--- config.mk ---
export PLATFORM = sky130hd
export DESIGN_NAME = serial_rx
export DESIGN_NICKNAME = d
export VERILOG_FILES = /design/src/rtl/serial_rx.sv
export SDC_FILE = /design/constraint.sdc
export NUM_CORES = 1
export LEC_CHECK = 0
export CAP_MARGIN = 20
export CORE_MARGIN = 4
export CORE_UTILIZATION = 59
export DETAILED_ROUTE_END_ITERATION = 6
export MAX_ROUTING_LAYER = met4
export PLACE_DENSITY = 0.83
export SLEW_MARGIN = 20
export SYNTH_ARGS = -nofsm -noshare
export SYNTH_HDL_FRONTEND = slang
export SYNTH_SLANG_ARGS = --single-unit
export TNS_END_PERCENT = 100
--- constraint.sdc ---
create_clock -name clk -period 4.2 [get_ports clk]
set_clock_uncertainty 0.1 [all_clocks]
set_input_delay 1.26 -clock clk [delete_from_list [all_inputs] [get_ports clk]]
set_output_delay 1.26 -clock clk [all_outputs]
set_load 0.03 [all_outputs]
--- src/rtl/serial_rx.sv ---
// serial_rx: oversampling async-serial receiver with parity/framing/overrun flags and valid/ready output
module serial_rx #(
  parameter int DATA_BITS    = 7,
  parameter int PARITY       = 1,
  parameter int CLKS_PER_BIT = 1,
  parameter int STOP_BITS    = 1
) (
  input  logic                 clk,
  input  logic                 rstn,
  input  logic                 serial_in,
  input  logic                 ready_in,
  output logic [DATA_BITS-1:0] data_out,
  output logic                 valid,
  output logic                 parity_err,
  output logic                 frame_err,
  output logic                 overrun,
  output logic                 busy
);
  localparam int HALF = (CLKS_PER_BIT - 1) / 2;
  localparam int CW = CLKS_PER_BIT > 1 ? $clog2(CLKS_PER_BIT) : 1;
  localparam int BW = $clog2(DATA_BITS + 1);
  localparam logic [CW-1:0] C_BIT = CW'(CLKS_PER_BIT - 1);
  localparam logic [CW-1:0] C_HALF = CW'(HALF > 0 ? HALF - 1 : 0);
  localparam logic [BW-1:0] B_LAST = BW'(DATA_BITS - 1);
  localparam logic [BW-1:0] S_LAST = BW'(STOP_BITS - 1);
  typedef enum logic [2:0] {WAIT_IDLE, IDLE, START, DATA, PAR_BIT, STOP} state_t;
  state_t state;
  logic [1:0] sync;
  logic [1:0] sync_ok;
  logic [CW-1:0] cnt;
  logic [BW-1:0] bcnt;
  logic [DATA_BITS-1:0] sh;
  logic par;
  logic fe_acc;
  logic s;
  logic tick;
  assign s = sync[1];
  assign tick = cnt == '0;
  // Two-flop line synchroniser; sync_ok marks when s reflects the real line rather than reset values
  always_ff @(posedge clk or negedge rstn) begin
    if (!rstn) begin
      sync <= 2'b11;
      sync_ok <= 2'b00;
    end else begin
      sync <= {sync[0], serial_in};
      sync_ok <= {sync_ok[0], 1'b1};
    end
  end
  // Frame FSM: counts down to each mid-bit sample point, assembles the word and drives the handshake
  always_ff @(posedge clk or negedge rstn) begin
    if (!rstn) begin
      state <= WAIT_IDLE;
      cnt <= '0;
      bcnt <= '0;
      sh <= '0;
      par <= 1'b0;
      fe_acc <= 1'b0;
      data_out <= '0;
      valid <= 1'b0;
      parity_err <= 1'b0;
      frame_err <= 1'b0;
      overrun <= 1'b0;
      busy <= 1'b0;
    end else begin
      overrun <= 1'b0;
      if (valid && ready_in) valid <= 1'b0;
      case (state)
        WAIT_IDLE: if (s && sync_ok[1]) state <= IDLE;
        IDLE: if (!s) begin
          par <= 1'b0;
          fe_acc <= 1'b0;
          bcnt <= '0;
          busy <= 1'b1;
          state <= HALF == 0 ? DATA : START;
          cnt <= HALF == 0 ? C_BIT : C_HALF;
        end
        START: if (!tick) cnt <= cnt - 1'b1;
        else if (s) begin
          state <= IDLE;
          busy <= 1'b0;
        end else begin
          state <= DATA;
          cnt <= C_BIT;
        end
        DATA: if (!tick) cnt <= cnt - 1'b1;
        else begin
          cnt <= C_BIT;
          sh <= DATA_BITS'({s, sh} >> 1);
          par <= par ^ s;
          bcnt <= bcnt == B_LAST ? '0 : bcnt + 1'b1;
          if (bcnt == B_LAST) state <= PARITY != 0 ? PAR_BIT : STOP;
        end
        PAR_BIT: if (!tick) cnt <= cnt - 1'b1;
        else begin
          cnt <= C_BIT;
          par <= par ^ s;
          state <= STOP;
        end
        STOP: if (!tick) cnt <= cnt - 1'b1;
        else begin
          cnt <= C_BIT;
          bcnt <= bcnt + 1'b1;
          fe_acc <= fe_acc | ~s;
          if (bcnt == S_LAST) begin
            state <= s ? IDLE : WAIT_IDLE;
            busy <= 1'b0;
            data_out <= sh;
            parity_err <= PARITY == 0 ? 1'b0 : PARITY == 1 ? par : ~par;
            frame_err <= fe_acc | ~s;
            valid <= 1'b1;
            overrun <= valid && !ready_in;
          end
        end
        default: state <= WAIT_IDLE;
      endcase
    end
  end
endmodule
==> results of run 1 <==
==> layout make-up <==
type                    instances  area (um^2)
multi-input cells              76          598
flip-flops and latches         31          778
inverters                       7         26.3
repair buffers                 16          158
clock inverters                 2         35.0
well taps                      28         35.0
clock buffers                   6         51.3
fillers                       163          594
==> per-stage QoR <==
step                cells   util  worst slack, ns  instance area (um^2)  total power, mW
finish                166  0.739             1.43                  1680             1.29
global route          166  0.739             1.34                  1680             1.38
CTS                   166  0.739             1.42                  1680             1.30
detailed placement    158  0.701             1.80                  1600             1.05
global placement      158  0.701             1.81                  1600             1.02
floorplan             121      -             2.34                  1450            0.900
==> power breakdown <==
group          leakage, nW  switching, mW  internal, mW
sequential           0.390          0.117         0.408
combinational        0.332          0.258         0.263
clock               0.0482         0.0993         0.141
total                0.770          0.474         0.812
==> sequential cells by signal, indices dropped and copies added, names as in the netlist <==
signal,count
state,3
busy,1
bcnt,3
data_out,7
overrun,1
parity_err,1
sync_ok,2
sync,2
fe_acc,1
frame_err,1
valid,1
sh,7
par,1
==> synth_stat cells, drive strengths merged (2+ instances only) <==
| library cell | instances |
|---|---|
| a2111oi | 2 |
| a21o | 2 |
| a21oi | 5 |
| a31oi | 3 |
| buf | 6 |
| dfrtp | 29 |
| dfstp | 2 |
| ha | 3 |
| inv | 7 |
| mux2 | 14 |
| nand2 | 9 |
| nand2b | 5 |
| nor2 | 6 |
| nor3 | 2 |
| o21ai | 9 |
| o22ai | 2 |
==> layer usage <==
| metal | global-route usage | vias to the layer above | routed length [um] |
|---|---|---|---|
| li1 | - | 453 | - |
| met1 | 0.239 | 472 | 1170 |
| met2 | 0.271 | 28 | 1230 |
| met3 | 0.0814 | 6 | 134 |
| met4 | 0.0828 | 0 | 48 |
| met5 | - | - | 0 |
==> cells by family (layout without fill, tap and decap cells) <==
kind of cell | count (synthesis) | after routing | synth area share
mux | 14 | 14 | 0.129
flops | 31 | 31 | 0.536
buf+inv | 14 | 31 | 0.0517
fa+ha+maj | 3 | 3 | 0.0259
simple gates | 29 | 29 | 0.122
other cells | 1 | 1 | 0.00258
compound gates | 29 | 29 | 0.133
==> worst max path at each step <==
stage	startpoint	end	slack, ns	depth (start not counted)
after floorplan	busy$_DFFE_PN0P_	busy	2.34	0
after global placement	busy$_DFFE_PN0P_	busy	1.81	1
after detailed placement	busy$_DFFE_PN0P_	busy	1.80	1
after CTS	busy$_DFFE_PN0P_	busy	1.42	1
after global routing	busy$_DFFE_PN0P_	busy	1.34	1
final	busy$_DFFE_PN0P_	busy	1.43	1
==> impl_metrics.yaml, run 1 <==
finish:
  diodes: 0
  drive_gt1_frac: 0.217
  final_cell_mix: "dfrtp_1, clkdlybuf4s50_1, nand2_1"
  fin_nets: 144
  areaGrowthSynthToFinish_pct: 15.9
  layout_commonest_cell: "dfrtp_1"
sta:
  finalCriticalPeriod_ns: 2.77
  tns_ns: 0
  whs_ns: 0.258
  relSlewSlack: 0.626
  slew_viol_final: 0
  tightest_slew_ns: 0.560
  timing.final.hold_violations: 0
  fin_crit_sh: 0.659
  setup_viol: 0
  rsz0062_at_grt: "false"
  fmax_ghz: 0.361
floorplanning:
  rows: 17
  start_util: 0.638
  die-area_um2: 3320
  io_pins: 16
  die_w_um: 57.6
  core_area_um2: 2280
  die_height_um: 57.6
global_routing:
  grt_max_degree: 32
  grt_pass1_vias: 987
  gr-total-overflow: 0
  grt_pass1_wl_um: 4630
  antenna_found_initial: 0
  grt_usage: 0.192
synth:
  ys_async_sr_fraction: 1.00
  seq_area_frac_synth: 0.536
  synthDistinctLibCells: 38
  synth_top_cell_by_area: "dfrtp_1"
  yosys_warnings: 0
  synth_edf_count: 0
  synth-seq-cells: 31
  synth_flop_cell: "dfrtp_1"
  yosys-top-cells-area: "dfrtp_1, mux2_4, mux2_2"
  synth_nets: 128
  synth_top_area_frac: 0.500
  syn_area_um2: 1450
  syn-instance-count: 121
  syn_area_per_cell_um2: 12.0
status:
  status: "completed"
setup_path:
  reg2reg_depth: 3
  ff2ff_setup_slack_ns: 2.37
  arrival_ns: 1.41
  worst-path-buf-inv: 1
  crit_fanout: 4
  r2r_end: "data_out[1]$_DFFE_PN0P_"
  crit_required_ns: 2.84
  cp_cell_sequence: "clkdlybuf4s50_1"
  max_stage_delay_ns: 0.69
  start_kind: "flop"
  r2r_start: "state[0]$_DFFE_PN0P_"
  cp_slowest_cell: "clkdlybuf4s50_1"
  end_kind: "output pin"
  criticalPathCategory: "flop to output pin"
  cpLargestDelayFamily: "buffers and inverters"
min_path:
  hold_path_class: "flop to flop"
  min-delay-start: "sync_ok[0]$_DFF_PN0_"
  min_to: "sync_ok[1]$_DFF_PN0_"
  hold_depth: 0
job:
  maxCapViolCount: 0
placed_design:
  dpl.hpwl_um: 1790
  io_buffers: 15
  gp_congestion: 0.768
routing:
  antenna_left: 0
  wirelength_um: 2580
  via_per_inst: 5.78
  wl_per_cell_um: 15.6
  drcViolationCount: 0
  drt_iter0_drc: 22
  firstDrtPassIters: 4
  vias: 959
cts:
  numCtsBuffers: 5
  htree_levels: 2
  clock_latency_ns: 0.32
  path_clk_slew_ns: 0.09
  cts_resized: 0
  hold_buffers: 0
  cts_tree: "yes"
  postCtsSetupRepairBufs: 0
  cts-root-buf: "clkbuf_4"
  clk_path_buf_depth: 2
  clock-sinks: 31
power:
  p_leak_nw: 0.770
  cellPowerDensity_nw_per_um2: 765
  vdd_drop_max_mv: 0.493
Power figures use the tool's default switching activity.
==> inputs of run 2 (changes only) <==
--- a/config.mk
+++ b/config.mk
@@ -7,10 +7,10 @@
 export LEC_CHECK = 0
 export CAP_MARGIN = 20
 export CORE_MARGIN = 4
-export CORE_UTILIZATION = 59
+export CORE_UTILIZATION = 49
 export DETAILED_ROUTE_END_ITERATION = 6
 export MAX_ROUTING_LAYER = met4
-export PLACE_DENSITY = 0.83
+export PLACE_DENSITY = 0.74
 export SLEW_MARGIN = 20
 export SYNTH_ARGS = -nofsm -noshare
 export SYNTH_HDL_FRONTEND = slang
==> constraint.sdc (replaced) <==
create_clock -name clk -period 2.2 [get_ports clk]
set_clock_uncertainty 0.1 [all_clocks]
set_input_delay 0.66 -clock clk [delete_from_list [all_inputs] [get_ports clk]]
set_output_delay 0.66 -clock clk [all_outputs]
set_load 0.03 [all_outputs]
==> impl_metrics.yaml, run 2 (same netlist as run 1, synthesis figures left out) <==
global_routing:
  grt_usage: 0.148
  grt_pass1_wl_um: 4350
  antenna_found_initial: 0
  gr-total-overflow: 0
  grt_max_degree: 32
  grt_pass1_vias: 933
cts:
  path_clk_slew_ns: 0.09
  cts_tree: "yes"
  htree_levels: 2
  clock_latency_ns: 0.32
  postCtsSetupRepairBufs: 0
  numCtsBuffers: 5
  cts-root-buf: "clkbuf_4"
  clk_path_buf_depth: 2
  hold_buffers: 0
  cts_resized: 0
  clock-sinks: 31
job:
  maxCapViolCount: 0
placed_design:
  gp_congestion: 0.862
  dpl.hpwl_um: 1740
  io_buffers: 15
finish:
  fin_util: 0.594
  areaGrowthSynthToFinish_pct: 14.7
  fillers: 237
  drive_gt1_frac: 0.217
  diodes: 0
  final_cell_mix: "dfrtp_1, clkdlybuf4s50_1, nand2_1"
  fin_nets: 145
  layout_commonest_cell: "dfrtp_1"
  reg.largest.list: "data_out: 7 flops, sh: 7 flops"
power:
  power_switching_mw: 0.888
  intPower_mw: 1.44
  vdd_drop_max_mv: 0.690
  seqPwrFrac: 0.419
  p_comb_frac: 0.442
  power_mw: 2.32
  cellPowerDensity_nw_per_um2: 1400
  p_leak_nw: 0.772
  sw_frac_of_total: 0.382
  share_clk_of_total_power: 0.139
floorplanning:
  die_height_um: 62.4
  core_area_um2: 2810
  die-area_um2: 3900
  rows: 19
  start_util: 0.517
  io_pins: 16
  die_w_um: 62.4
sta:
  relSlewSlack: 0.638
  finalCriticalPeriod_ns: 2.14
  whs_ns: 0.254
  fin_crit_sh: 0.972
  setup_viol: 0
  timing.final.hold_violations: 0
  tns_ns: 0
  rsz0062_at_grt: "false"
  tightest_slew_ns: 0.543
  fmax_ghz: 0.468
  slew_viol_final: 0
setup_path:
  arrival_ns: 1.38
  max_stage_delay_ns: 0.68
  worst-path-buf-inv: 1
  start_kind: "flop"
  end_kind: "output pin"
  cpLargestDelayFamily: "buffers and inverters"
  crit_required_ns: 1.44
  cp_slowest_cell: "clkdlybuf4s50_1"
  ff2ff_setup_slack_ns: 0.40
  cp_cell_sequence: "clkdlybuf4s50_1"
  criticalPathCategory: "flop to output pin"
  crit_fanout: 2
routing:
  via_per_inst: 5.63
  firstDrtPassIters: 4
  drt_iter0_drc: 43
  antenna_left: 0
  vias: 952
  wirelength_um: 2480
  drcViolationCount: 0
  wl_per_cell_um: 14.6
min_path:
  hold_path_class: "flop to flop"
status:
  status: "completed"
==> run 2: cell count changes in the layout (fill, tap and decap cells not counted) <==
cell,before,now
dlymetal6s2s_1,0,1
clkdlybuf4s50_1,15,14
buf_4,1,2
bufinv_16,1,0
==> run 2: area by class of cell <==
class	instances	area (um^2)	area share
Inverter	7	26.3	0.0158
Clock buffer	6	51.3	0.0308
Timing Repair Buffer	17	168	0.101
Sequential cell	31	778	0.467
Tap cell	31	38.8	0.0233
Multi-Input combinational cell	76	598	0.359
Clock inverter	1	5.00	0.00301
==> run 2: layer usage <==
metal | up-vias | GRT usage | share of wire
met1 | 466 | 0.177 | 0.45
li1 | 459 | - | -
met3 | 7 | 0.0414 | 0.048
met2 | 20 | 0.226 | 0.48
met5 | - | - | 0
met4 | 0 | 0.0826 | 0.024
==> run 2: worst reg2reg max path: cells and delay by family, from the launching register on <==
| family | cells | cell delay (ns) |
|---|---|---|
| adder cells (fa/ha/maj) | 1 | 0.20 |
| multiplexers | 1 | 0.33 |
| flip-flops | 1 | 0.43 |
| AND/OR/NAND/NOR | 2 | 0.48 |
| buffers and inverters | 1 | 0.13 |
==> run 2: path summary, 6_finish.rpt <==
| kind | from | to | cells after the start |
|---|---|---|---|
| min in group asynchronous | rstn | bcnt[2]$_DFFE_PN0P_ | 2 |
| worst max register to register | bcnt[0]$_DFFE_PN0P_ | data_out[2]$_DFFE_PN0P_ | 5 |
| worst min register to register | sync_ok[0]$_DFF_PN0_ | sync_ok[1]$_DFF_PN0_ | 0 |
| worst max-delay path | data_out[6]$_DFFE_PN0P_ | data_out[6] | 1 |
| worst min-delay path | sync_ok[0]$_DFF_PN0_ | sync_ok[1]$_DFF_PN0_ | 0 |
| max in group asynchronous | rstn | sync[0]$_DFF_PN1_ | 2 |
==> run 2: per-stage QoR <==
| stage | instances | instance area, um^2 | setup slack (ns) |
|---|---|---|---|
| after CTS | 169 | 1660 | 0.0277 |
| after global placement | 162 | 1610 | 0.411 |
| after detailed placement | 162 | 1610 | 0.403 |
| after floorplan | 121 | 1450 | 0.602 |
| after global routing | 169 | 1670 | 0.00723 |
| final | 169 | 1670 | 0.0611 |
==> run 2: power by group through the flow <==
stage	clock network (mW)	logic (mW)	registers [mW]
6_report	0.323	1.03	0.973
4_1_cts	0.337	1.05	0.978
2_1_floorplan	0	0.658	1.06
5_1_grt	0.371	1.12	1.01
3_3_place_gp	0	1.00	0.965
3_5_place_dp	0	1.04	0.989
==> inputs of run 3 (changes only) <==
--- a/config.mk
+++ b/config.mk
@@ -9,6 +9,7 @@
 export CORE_MARGIN = 4
 export CORE_UTILIZATION = 49
 export DETAILED_ROUTE_END_ITERATION = 6
+export GPL_ROUTABILITY_DRIVEN = 0
 export MAX_ROUTING_LAYER = met4
 export PLACE_DENSITY = 0.74
 export SLEW_MARGIN = 20
==> results of run 3 <==
The final DEF is identical to that of run 2; final timing and power are the same.
